`config.mk`:
```
export PLATFORM = sky130hd
export DESIGN_NAME = button_debounce_flat
export DESIGN_NICKNAME = d
export VERILOG_FILES = /design/src/rtl/button_debounce_pkg.sv /design/src/rtl/button_debounce_if.sv /design/src/rtl/button_debounce_sync_2ff.sv /design/src/rtl/button_debounce.sv /design/src/flat_wrapper.sv
export SDC_FILE = /design/constraint.sdc
export NUM_CORES = 1
export LEC_CHECK = 0
export ABC_CLOCK_PERIOD_IN_PS = 1750
export BUFFER_PORTS_ARGS = -buffer_cell sky130_fd_sc_hd__buf_2
export CAP_MARGIN = 20
export CORE_MARGIN = 2
export CORE_UTILIZATION = 53
export CTS_CLUSTER_DIAMETER = 60
export DETAILED_ROUTE_END_ITERATION = 8
export PLACE_DENSITY = 0.73
export SLEW_MARGIN = 10
export SYNTH_ARGS = -nofsm -noshare
export SYNTH_HDL_FRONTEND = slang
export SYNTH_SLANG_ARGS = --single-unit
```
`constraint.sdc`:
```
create_clock -name clock -period 1.75 [get_ports clock]
set_clock_uncertainty 0.2 [all_clocks]
set_input_delay 0 -clock clock [delete_from_list [all_inputs] [get_ports clock]]
set_output_delay 0 -clock clock [all_outputs]
set_load 0.02 [all_outputs]
```
`src/rtl/button_debounce_pkg.sv`:
```
// Shared definitions for the button debouncer: FSM state encodings and the
// default qualification length (10 ms at a 50 MHz clock).
package button_debounce_pkg;

  typedef logic [1:0] dbState_t;

  localparam dbState_t STABLE_LOW  = 2'b00;
  localparam dbState_t WAIT_HIGH   = 2'b01;
  localparam dbState_t STABLE_HIGH = 2'b10;
  localparam dbState_t WAIT_LOW    = 2'b11;

  localparam int DEFAULT_DEBOUNCE_CYCLES = 500000;
  localparam int DEFAULT_CNT_WIDTH       = 19;

endpackage

```
`src/rtl/button_debounce_if.sv`:
```
// Interface for the button debouncer.
// in   : raw, asynchronous and possibly bouncing button level
// out  : clean debounced level in the clock domain
// busy : a candidate level change is currently being qualified
interface button_debounce_if;

  logic in;
  logic out;
  logic busy;

  // The master side drives the raw button and observes the clean level.
  modport master (output in, input out, input busy);

  // The slave side is the debouncer itself.
  modport slave (input in, output out, output busy);

endinterface

```
`src/rtl/button_debounce_sync_2ff.sv`:
```
// Single-bit two-flop synchronizer with a synchronous active-low reset.
// It can be reused for any asynchronous level input in the lab.
module sync_2ff (
  input  logic clock,
  input  logic reset,
  input  logic i_async,
  output logic o_sync
);

  logic r_sync1;
  logic r_sync2;

  // Pass the raw level through two flops so that metastability settles before use
  always_ff @(posedge clock) begin
    if (!reset) begin
      r_sync1 <= 1'b0;
      r_sync2 <= 1'b0;
    end else begin
      r_sync1 <= i_async;
      r_sync2 <= r_sync1;
    end
  end

  assign o_sync = r_sync2;

endmodule

```
`src/rtl/button_debounce.sv`:
```
// Button debouncer: synchronizes a raw button level, then accepts a level
// change only after the synchronized level has held for DEBOUNCE_CYCLES
// qualifying cycles. Its output feeds edge_detect, so one press gives one edge.
module button_debounce
  import button_debounce_pkg::*;
#(
  parameter int DEBOUNCE_CYCLES = DEFAULT_DEBOUNCE_CYCLES,
  parameter int CNT_WIDTH       = DEFAULT_CNT_WIDTH
) (
  input logic             clock,
  input logic             reset,
  button_debounce_if.slave dbIf
);

  localparam logic [CNT_WIDTH-1:0] CNT_LAST = CNT_WIDTH'(DEBOUNCE_CYCLES - 1);

  logic                 w_syncLevel;
  dbState_t             r_state;
  logic [CNT_WIDTH-1:0] r_cnt;
  logic                 r_out;
  logic                 r_busy;

  sync_2ff uSync (
    .clock   (clock),
    .reset   (reset),
    .i_async (dbIf.in),
    .o_sync  (w_syncLevel)
  );

  // Filter FSM: a stable state moves to its wait state on a level change; a
  // wait state either gives up on any reversal or commits after the counter
  // reaches its last value. The counter is cleared on every transition.
  always_ff @(posedge clock) begin
    if (!reset) begin
      r_state <= STABLE_LOW;
      r_cnt   <= '0;
      r_out   <= 1'b0;
      r_busy  <= 1'b0;
    end else begin
      case (r_state)
        STABLE_LOW: begin
          if (w_syncLevel) begin
            r_state <= WAIT_HIGH;
            r_cnt   <= '0;
            r_busy  <= 1'b1;
          end
        end
        WAIT_HIGH: begin
          if (!w_syncLevel) begin
            r_state <= STABLE_LOW;
            r_cnt   <= '0;
            r_busy  <= 1'b0;
          end else if (r_cnt == CNT_LAST) begin
            r_state <= STABLE_HIGH;
            r_cnt   <= '0;
            r_out   <= 1'b1;
            r_busy  <= 1'b0;
          end else begin
            r_cnt <= r_cnt + 1'b1;
          end
        end
        STABLE_HIGH: begin
          if (!w_syncLevel) begin
            r_state <= WAIT_LOW;
            r_cnt   <= '0;
            r_busy  <= 1'b1;
          end
        end
        WAIT_LOW: begin
          if (w_syncLevel) begin
            r_state <= STABLE_HIGH;
            r_cnt   <= '0;
            r_busy  <= 1'b0;
          end else if (r_cnt == CNT_LAST) begin
            r_state <= STABLE_LOW;
            r_cnt   <= '0;
            r_out   <= 1'b0;
            r_busy  <= 1'b0;
          end else begin
            r_cnt <= r_cnt + 1'b1;
          end
        end
        default: begin
          r_state <= STABLE_LOW;
          r_cnt   <= '0;
          r_out   <= 1'b0;
          r_busy  <= 1'b0;
        end
      endcase
    end
  end

  assign dbIf.out  = r_out;
  assign dbIf.busy = r_busy;

endmodule

```
`src/flat_wrapper.sv`:
```
// flat-port wrapper written by rule: the top's interface ports become plain ports
module button_debounce_flat import button_debounce_pkg::*;
#(
  parameter int DEBOUNCE_CYCLES = DEFAULT_DEBOUNCE_CYCLES,
  parameter int CNT_WIDTH       = DEFAULT_CNT_WIDTH
)
  (clock, reset, dbIf_in, dbIf_out, dbIf_busy);
  button_debounce_if dbIf_i ();
  input logic clock;
  input logic reset;
  input wire logic [$bits(dbIf_i.in)-1:0] dbIf_in;
  output wire logic [$bits(dbIf_i.out)-1:0] dbIf_out;
  output wire logic [$bits(dbIf_i.busy)-1:0] dbIf_busy;
  assign dbIf_i.in = dbIf_in;
  assign dbIf_out = dbIf_i.out;
  assign dbIf_busy = dbIf_i.busy;
  button_debounce #(.DEBOUNCE_CYCLES(DEBOUNCE_CYCLES), .CNT_WIDTH(CNT_WIDTH)) u_core (.clock(clock), .reset(reset), .dbIf(dbIf_i));
endmodule
```
Yosys cells after proc, flatten, opt, wreduce, memory -nomap -nowiden
Cells that the tools add are included.

Register bits: 25. Output and inout bits: 2. Word-level logic and storage cells: 48.

$add $sub $neg: 1. Equal/unequal tests: 12. Mux-type cells: 24. Reductions and logical operators: 5.

Operators with widths (count): two-way mux 19 bit (5); case mux 19 bit (4 select lines) (1); adder 19 x 1 -> 19 bit, second input constant (1); equality test 19 bit, second input constant (1); two-way mux 2 bit (6); two-way mux 1 bit (9); inequality test 2 bit, second input constant (4); case mux 2 bit (4 select lines) (1); inequality test 3 x 2 -> 1 bit, second input constant (2); AND reduction 5 bit (1); equality test 2 bit, second input constant (2); inequality test 2 x 1 -> 1 bit, second input constant (2); case mux 1 bit (4 select lines) (1); AND reduction 4 bit (1); equality test 2 x 1 -> 1 bit, second input constant (1); logical NOT 2 bit (1); case mux 1 bit (2 select lines) (1); AND reduction 2 bit (1); nonzero test 2 bit (1).

Depth between registers and ports, before layout
Depth in word-level cells: 4. Gate-level depth with buffers: 7.

Modules after synthesis
From an unflattened synthesis, not the netlist that was laid out.

Cell total of the unflattened synthesis: 138. Area, all modules: 1222.4 um^2.

Modules (own cells, without submodules): button_debounce (instances 1, cells each 134, area each 1169.9 um^2, seq. area each 460.4 um^2); sync_2ff (instances 1, cells each 4, area each 52.6 um^2, seq. area each 40.0 um^2).

Least setup slack after synthesis
OpenSTA, ideal clock, no wires.

Path kind: flip-flop to flip-flop. Start: register u_core.r_cnt[0]. End: register u_core.r_cnt[12]. Setup time: 0.072 ns. Arrival time: 1.655 ns. Path slack: -0.176 ns. Cell stages (with the launch flop): 6. Path buffers: 0. Period minus slack after synthesis: 1.926 ns. Cells stage by stage: dfxtp_1 ha_1 nand4_2 or3_4 or4_1 a21oi_1.

Word-level cells in the longest chain between the ends: 4. Elaborated cells on any way between the ends: 6. Classes of those cells: add/sub (1); eq/ne (1); mux (4).

RTL lines: start: declaration (line button_debounce.sv:19) `logic [CNT_WIDTH-1:0] r_cnt;`; start signal: assignment (line button_debounce.sv:59) `r_cnt <= r_cnt + 1'b1;`; start signal: assignment (line button_debounce.sv:80) `r_cnt <= r_cnt + 1'b1;`; adder 19 x 1 -> 19 bit / equality test 19 bit (equally long branches); two-way mux 19 bit (*) (line button_debounce.sv:53, button_debounce.sv:74); two-way mux 19 bit, on equally long branches (line button_debounce.sv:70, button_debounce.sv:49); case mux 19 bit (4 select lines) (*) (line button_debounce.sv:40) `case (r_state)`.

Mark *: on every way between the ends. The rest lies on a longest branch, timed or not. A chain may end at the register's enable or synchronous reset.

Worst setup path after layout
Start: register u_core.r_cnt[1]. End: register u_core.r_cnt[11].

Same word-level chain as after synthesis.

==> flow_summary.html <==
<table>
<tr><th>Metric</th><th>Value</th></tr>
<tr><th colspan="2">Route</th></tr>
<tr><td>Routed via count divided by cell count</td><td>5.80</td></tr>
<tr><td>Initial DRT Pass Iterations</td><td>4</td></tr>
<tr><td>Drt drc</td><td>0</td></tr>
<tr><td>Antenna Nets Post-Route</td><td>0</td></tr>
<tr><td>Routed WL per cell</td><td>15.7 microns</td></tr>
<tr><td>Iteration-0 DRC Markers</td><td>50</td></tr>
<tr><td>Final routed wirelength across all metal layers</td><td>3.64 mm</td></tr>
<tr><td>Vias</td><td>1339</td></tr>
<tr><th colspan="2">Die</th></tr>
<tr><td>FP Rows</td><td>17</td></tr>
<tr><td>Core Area</td><td>2230 sq um</td></tr>
<tr><td>Chip Width</td><td>52.7 microns</td></tr>
<tr><td>Ports placed on the boundary</td><td>5</td></tr>
<tr><td>Vertical die dimension</td><td>between 50 and 60 microns</td></tr>
<tr><td>Die ar.</td><td>2780 sq um</td></tr>
<tr><td>Initial cell density of the core</td><td>about 56%</td></tr>
<tr><th colspan="2">Timing</th></tr>
<tr><td>Maximum clock frequency</td><td>0.531 GHz</td></tr>
<tr><td>Worst hold margin</td><td>0.257 ns</td></tr>
<tr><td>Setup repair after global routing missed its margin</td><td>yes</td></tr>
<tr><td>Final critical path time including I/O delays and setup</td><td>1.88 ns</td></tr>
<tr><td>Period utilisation layout</td><td>108%</td></tr>
<tr><td>Count of endpoints failing setup in the final report</td><td>21</td></tr>
<tr><td>Worst Tran Pin Value</td><td>roughly 0.35 ns</td></tr>
<tr><td>Total Neg Setup Slack</td><td>-1.69 ns</td></tr>
<tr><td>Worst-case headroom to the max-slew limit</td><td>between 70% and 80%</td></tr>
<tr><td>Final max-slew violation count</td><td>0</td></tr>
<tr><td>Final hold viol count</td><td>0</td></tr>
<tr><td>Setup WS post-layout</td><td>-0.133 ns</td></tr>
<tr><th colspan="2">Logic synthesis</th></tr>
<tr><td>Post-Synthesis Mean Instance Area</td><td>8.27 sq um</td></tr>
<tr><td>Synth cell types</td><td>39</td></tr>
<tr><td>Synth top area cells</td><td>dfxtp_1, nand2_1, a21oi_1, a31oi_1, nand3_1</td></tr>
<tr><td>Number of instances in the synthesized netlist</td><td>roughly 150</td></tr>
<tr><td>Count of flip-flops with a built-in enable after synthesis</td><td>0</td></tr>
<tr><td>Share of the synthesized area in the top cell type</td><td>39.8%</td></tr>
<tr><td>Part of the Yosys area used for sequential elements</td><td>between 30% and 40%</td></tr>
<tr><td>Seq cells post-synth</td><td>25</td></tr>
<tr><td>Synthesized-area fraction occupied by xor and xnor cells</td><td>1.29%</td></tr>
<tr><td>Number of warnings reported in the yosys synthesis log</td><td>0</td></tr>
<tr><td>Number of nets in the synthesized netlist</td><td>156</td></tr>
<tr><td>Area fraction in and, or, nand and nor cells after synthesis</td><td>between 30% and 40%</td></tr>
<tr><td>Main combinational cell family by area after synthesis</td><td>simple AND/OR/NAND/NOR gates</td></tr>
<tr><td>Complex-gate fraction of the synthesized area</td><td>19.4%</td></tr>
<tr><td>Area share of fa/ha/maj cells after synthesis</td><td>0.995%</td></tr>
<tr><td>Most repeated cell in the gate-level netlist after synthesis</td><td>dfxtp_1</td></tr>
<tr><td>Most frequent cells after synthesis</td><td>dfxtp_1, nand2_1, a21oi_1, nand3_1, nor2_1</td></tr>
<tr><td>Combined area of all synthesized cells</td><td>roughly 1300 sq um</td></tr>
<tr><td>Library cell with the largest summed area after synthesis</td><td>dfxtp_1</td></tr>
<tr><td>Dominant synthesized flop cell</td><td>dfxtp_1</td></tr>
<tr><td>Multiplexer area fraction after synthesis</td><td>3.18%</td></tr>
<tr><td>Share of flip-flops with an asynchronous set or reset after synthesis</td><td>0%</td></tr>
<tr><th colspan="2">GRT</th></tr>
<tr><td>Pin count of the biggest net entering global routing</td><td>16</td></tr>
<tr><td>Wire length of the first global-routing pass</td><td>~5.5 mm</td></tr>
<tr><td>Number of antenna violations at the first check in global routing</td><td>0</td></tr>
<tr><td>Vias in the first global route</td><td>1279</td></tr>
<tr><td>Global-route usage over all layers</td><td>27.0%</td></tr>
<tr><td>Final global-route overflow total</td><td>0</td></tr>
<tr><th colspan="2">Power and ir drop</th></tr>
<tr><td>Internal</td><td>695 uW</td></tr>
<tr><td>Clock network fraction of total power</td><td>between 20% and 30%</td></tr>
<tr><td>Pleak</td><td>0.739 nW</td></tr>
<tr><td>Worst ir drop on vdd</td><td>0.000494 V</td></tr>
<tr><td>Switching power as a share of total power</td><td>about a quarter</td></tr>
<tr><td>Power share of the sequential group</td><td>62.6%</td></tr>
<tr><td>Combinational fraction of design power</td><td>8.4%</td></tr>
<tr><td>Areal power density over the cells</td><td>497 nW/um^2</td></tr>
<tr><td>Net load switching power</td><td>230 uW</td></tr>
<tr><th colspan="2">Clock tree</th></tr>
<tr><td>TritonCTS buffer count</td><td>3</td></tr>
<tr><td>Clock tree from TritonCTS</td><td>yes</td></tr>
<tr><td>Clock tree buffer depth</td><td>2</td></tr>
<tr><td>Root cell of the clock tree</td><td>clkbuf_4</td></tr>
<tr><td>Skew-Pair Late Insertion Delay</td><td>0.32 ns</td></tr>
<tr><td>Maximum level of the CTS H-tree</td><td>1</td></tr>
<tr><td>Clk pin slew, worst setup/hold paths</td><td>~0.15 ns</td></tr>
<tr><td>Clk sinks</td><td>25</td></tr>
<tr><th colspan="2">Cells and area</th></tr>
<tr><td>Fill cells</td><td>133</td></tr>
<tr><td>Cell Count, Final, Fillers Out</td><td>231</td></tr>
<tr><td>Final std cell area, no fill</td><td>1860 sq um</td></tr>
<tr><td>Antenna cells</td><td>0</td></tr>
<tr><td>Final net count</td><td>208</td></tr>
<tr><td>Area Growth Syn to Fin</td><td>48.0%</td></tr>
<tr><td>Fraction of layout cells with a size suffix above 1</td><td>45.3%</td></tr>
<tr><th colspan="2">Worst setup path</th></tr>
<tr><td>CP Data Required Time</td><td>1.78 ns</td></tr>
<tr><td>Type of the setup path with the least slack</td><td>flop to flop</td></tr>
<tr><td>Register-to-register setup slack</td><td>-0.13 ns</td></tr>
<tr><td>Nature of the critical path startpoint</td><td>flop</td></tr>
<tr><td>CP max FO</td><td>6</td></tr>
<tr><td>Data arrival time of the critical path</td><td>1.91 ns</td></tr>
<tr><td>Critical path endpoint category</td><td>flop</td></tr>
<tr><th colspan="2">Outcome</th></tr>
<tr><td>Violations in the final reports</td><td>negative setup slack</td></tr>
<tr><td>Run status</td><td>complete, but fails checks</td></tr>
<tr><th colspan="2">Run</th></tr>
<tr><td>Max-Cap Viols</td><td>0</td></tr>
<tr><th colspan="2">Placed design</th></tr>
<tr><td>Half-perimeter wire length after placement</td><td>2.34 mm</td></tr>
<tr><td>RD Place Congestion</td><td>just over 0.8</td></tr>
<tr><td>Post-Place Cell Area</td><td>approximately 1600 sq um</td></tr>
<tr><td>Number of buffer cells added on primary ports</td><td>4</td></tr>
<tr><td>Placed instance count</td><td>217</td></tr>
<tr><th colspan="2">Hold path</th></tr>
<tr><td>Hold crit path type</td><td>flop to flop</td></tr>
</table>
[power by group through the flow]
stage          Clock [mW]  Sequential [mW]  Combinational, mW
2_1_floorplan           0            0.593             0.0300
3_3_place_gp            0            0.591             0.0580
3_5_place_dp            0            0.592             0.0597
4_1_cts             0.275            0.579             0.0694
5_1_grt             0.294            0.580             0.0838
6_report            0.268            0.579             0.0778
[final timing paths]
check	from	cells after the start	endpoint
max	u_core.r_cnt[1]$_SDFFE_PN0P_	7	u_core.r_cnt[11]$_SDFFE_PN0P_
min	u_core.uSync.r_sync1$_SDFF_PN0_	1	u_core.uSync.o_sync$_SDFF_PN0_
max reg2reg	u_core.r_cnt[1]$_SDFFE_PN0P_	7	u_core.r_cnt[11]$_SDFFE_PN0P_
min reg2reg	u_core.uSync.r_sync1$_SDFF_PN0_	1	u_core.uSync.o_sync$_SDFF_PN0_
[critical path, stage by stage, from the launching register on]
cell and delay (ns):
dfxtp_2 0.38, ha_4 0.15, nand4_4 0.13, nor4_4 0.36
a21oi_4 0.16, buf_4 0.17, a21oi_2 0.13, mux2i_1 0.10
[registers in the layout, summed over array words and instances, names as in the netlist, named ones only]
signal / flops
u_core.r_state: 1
u_core.dbIf.out: 1
u_core.uSync.r_sync1: 1
u_core.r_cnt: 19
u_core.uSync.o_sync: 1
u_core.dbIf.busy: 1
[repair_timing]
| action | 4_1_cts | 5_1_grt |
|---|---|---|
| hold buffers | 3 | 0 |
| gates resized for setup | 8 | 26 |
| pin swaps | 7 | 7 |
| setup endpoints to repair | 18 | 22 |
| buffers inserted | 4 | 4 |
| endpoints found under the hold margin | 14 | 0 |
[placed cells by master (no fill, tap or decap), drive strengths merged, types with 5 or more instances in the layout]
cell	instances
buf	48
dfxtp	25
nand2	20
a21oi	16
nor2	11
nand3	11
a31oi	9
o21ai	7
inv	5
and3	5
[final cells by class]
class                      instances  area [sq um]  share of cell area (%)
clock buffer                       3          22.5                    1.21
clock inverter                     1          7.51                   0.403
inverter                           6          22.5                    1.21
multi-input combinational        117           862                    46.3
sequential                        25           507                    27.2
tap                               28          35.0                    1.88
timing repair buffer              51           404                    21.7
[stage by stage]
step	power, mW	utilization [%]	worst slack [ns]
floorplan	0.623	-	-0.0248
global route	0.958	83.3	-0.207
CTS	0.923	77.6	-0.136
global placement	0.649	72.4	-0.0946
finish	0.926	83.3	-0.133
detailed placement	0.651	72.4	-0.118
[per-layer routing]
layer | routed length [microns] | up-vias | part of all wire (%) | global-route usage, %
met5 | 0 | - | 0 | 0
met4 | 87 | 0 | 2.4 | 11.5
met3 | 149 | 8 | 4.1 | 5.43
met2 | 1890 | 31 | 52 | 48.5
met1 | 1510 | 640 | 42 | 30.4
li1 | - | 660 | - | -
[cell families after synthesis]
| logic type | Yosys count |
|---|---|
| xor+xnor | 1 |
| flops | 25 |
| fa+ha+maj | 1 |
| mux | 4 |
| simple gates | 72 |
| buf+inv | 10 |
| compound gates | 39 |
(Power assumes the default switching activity.)
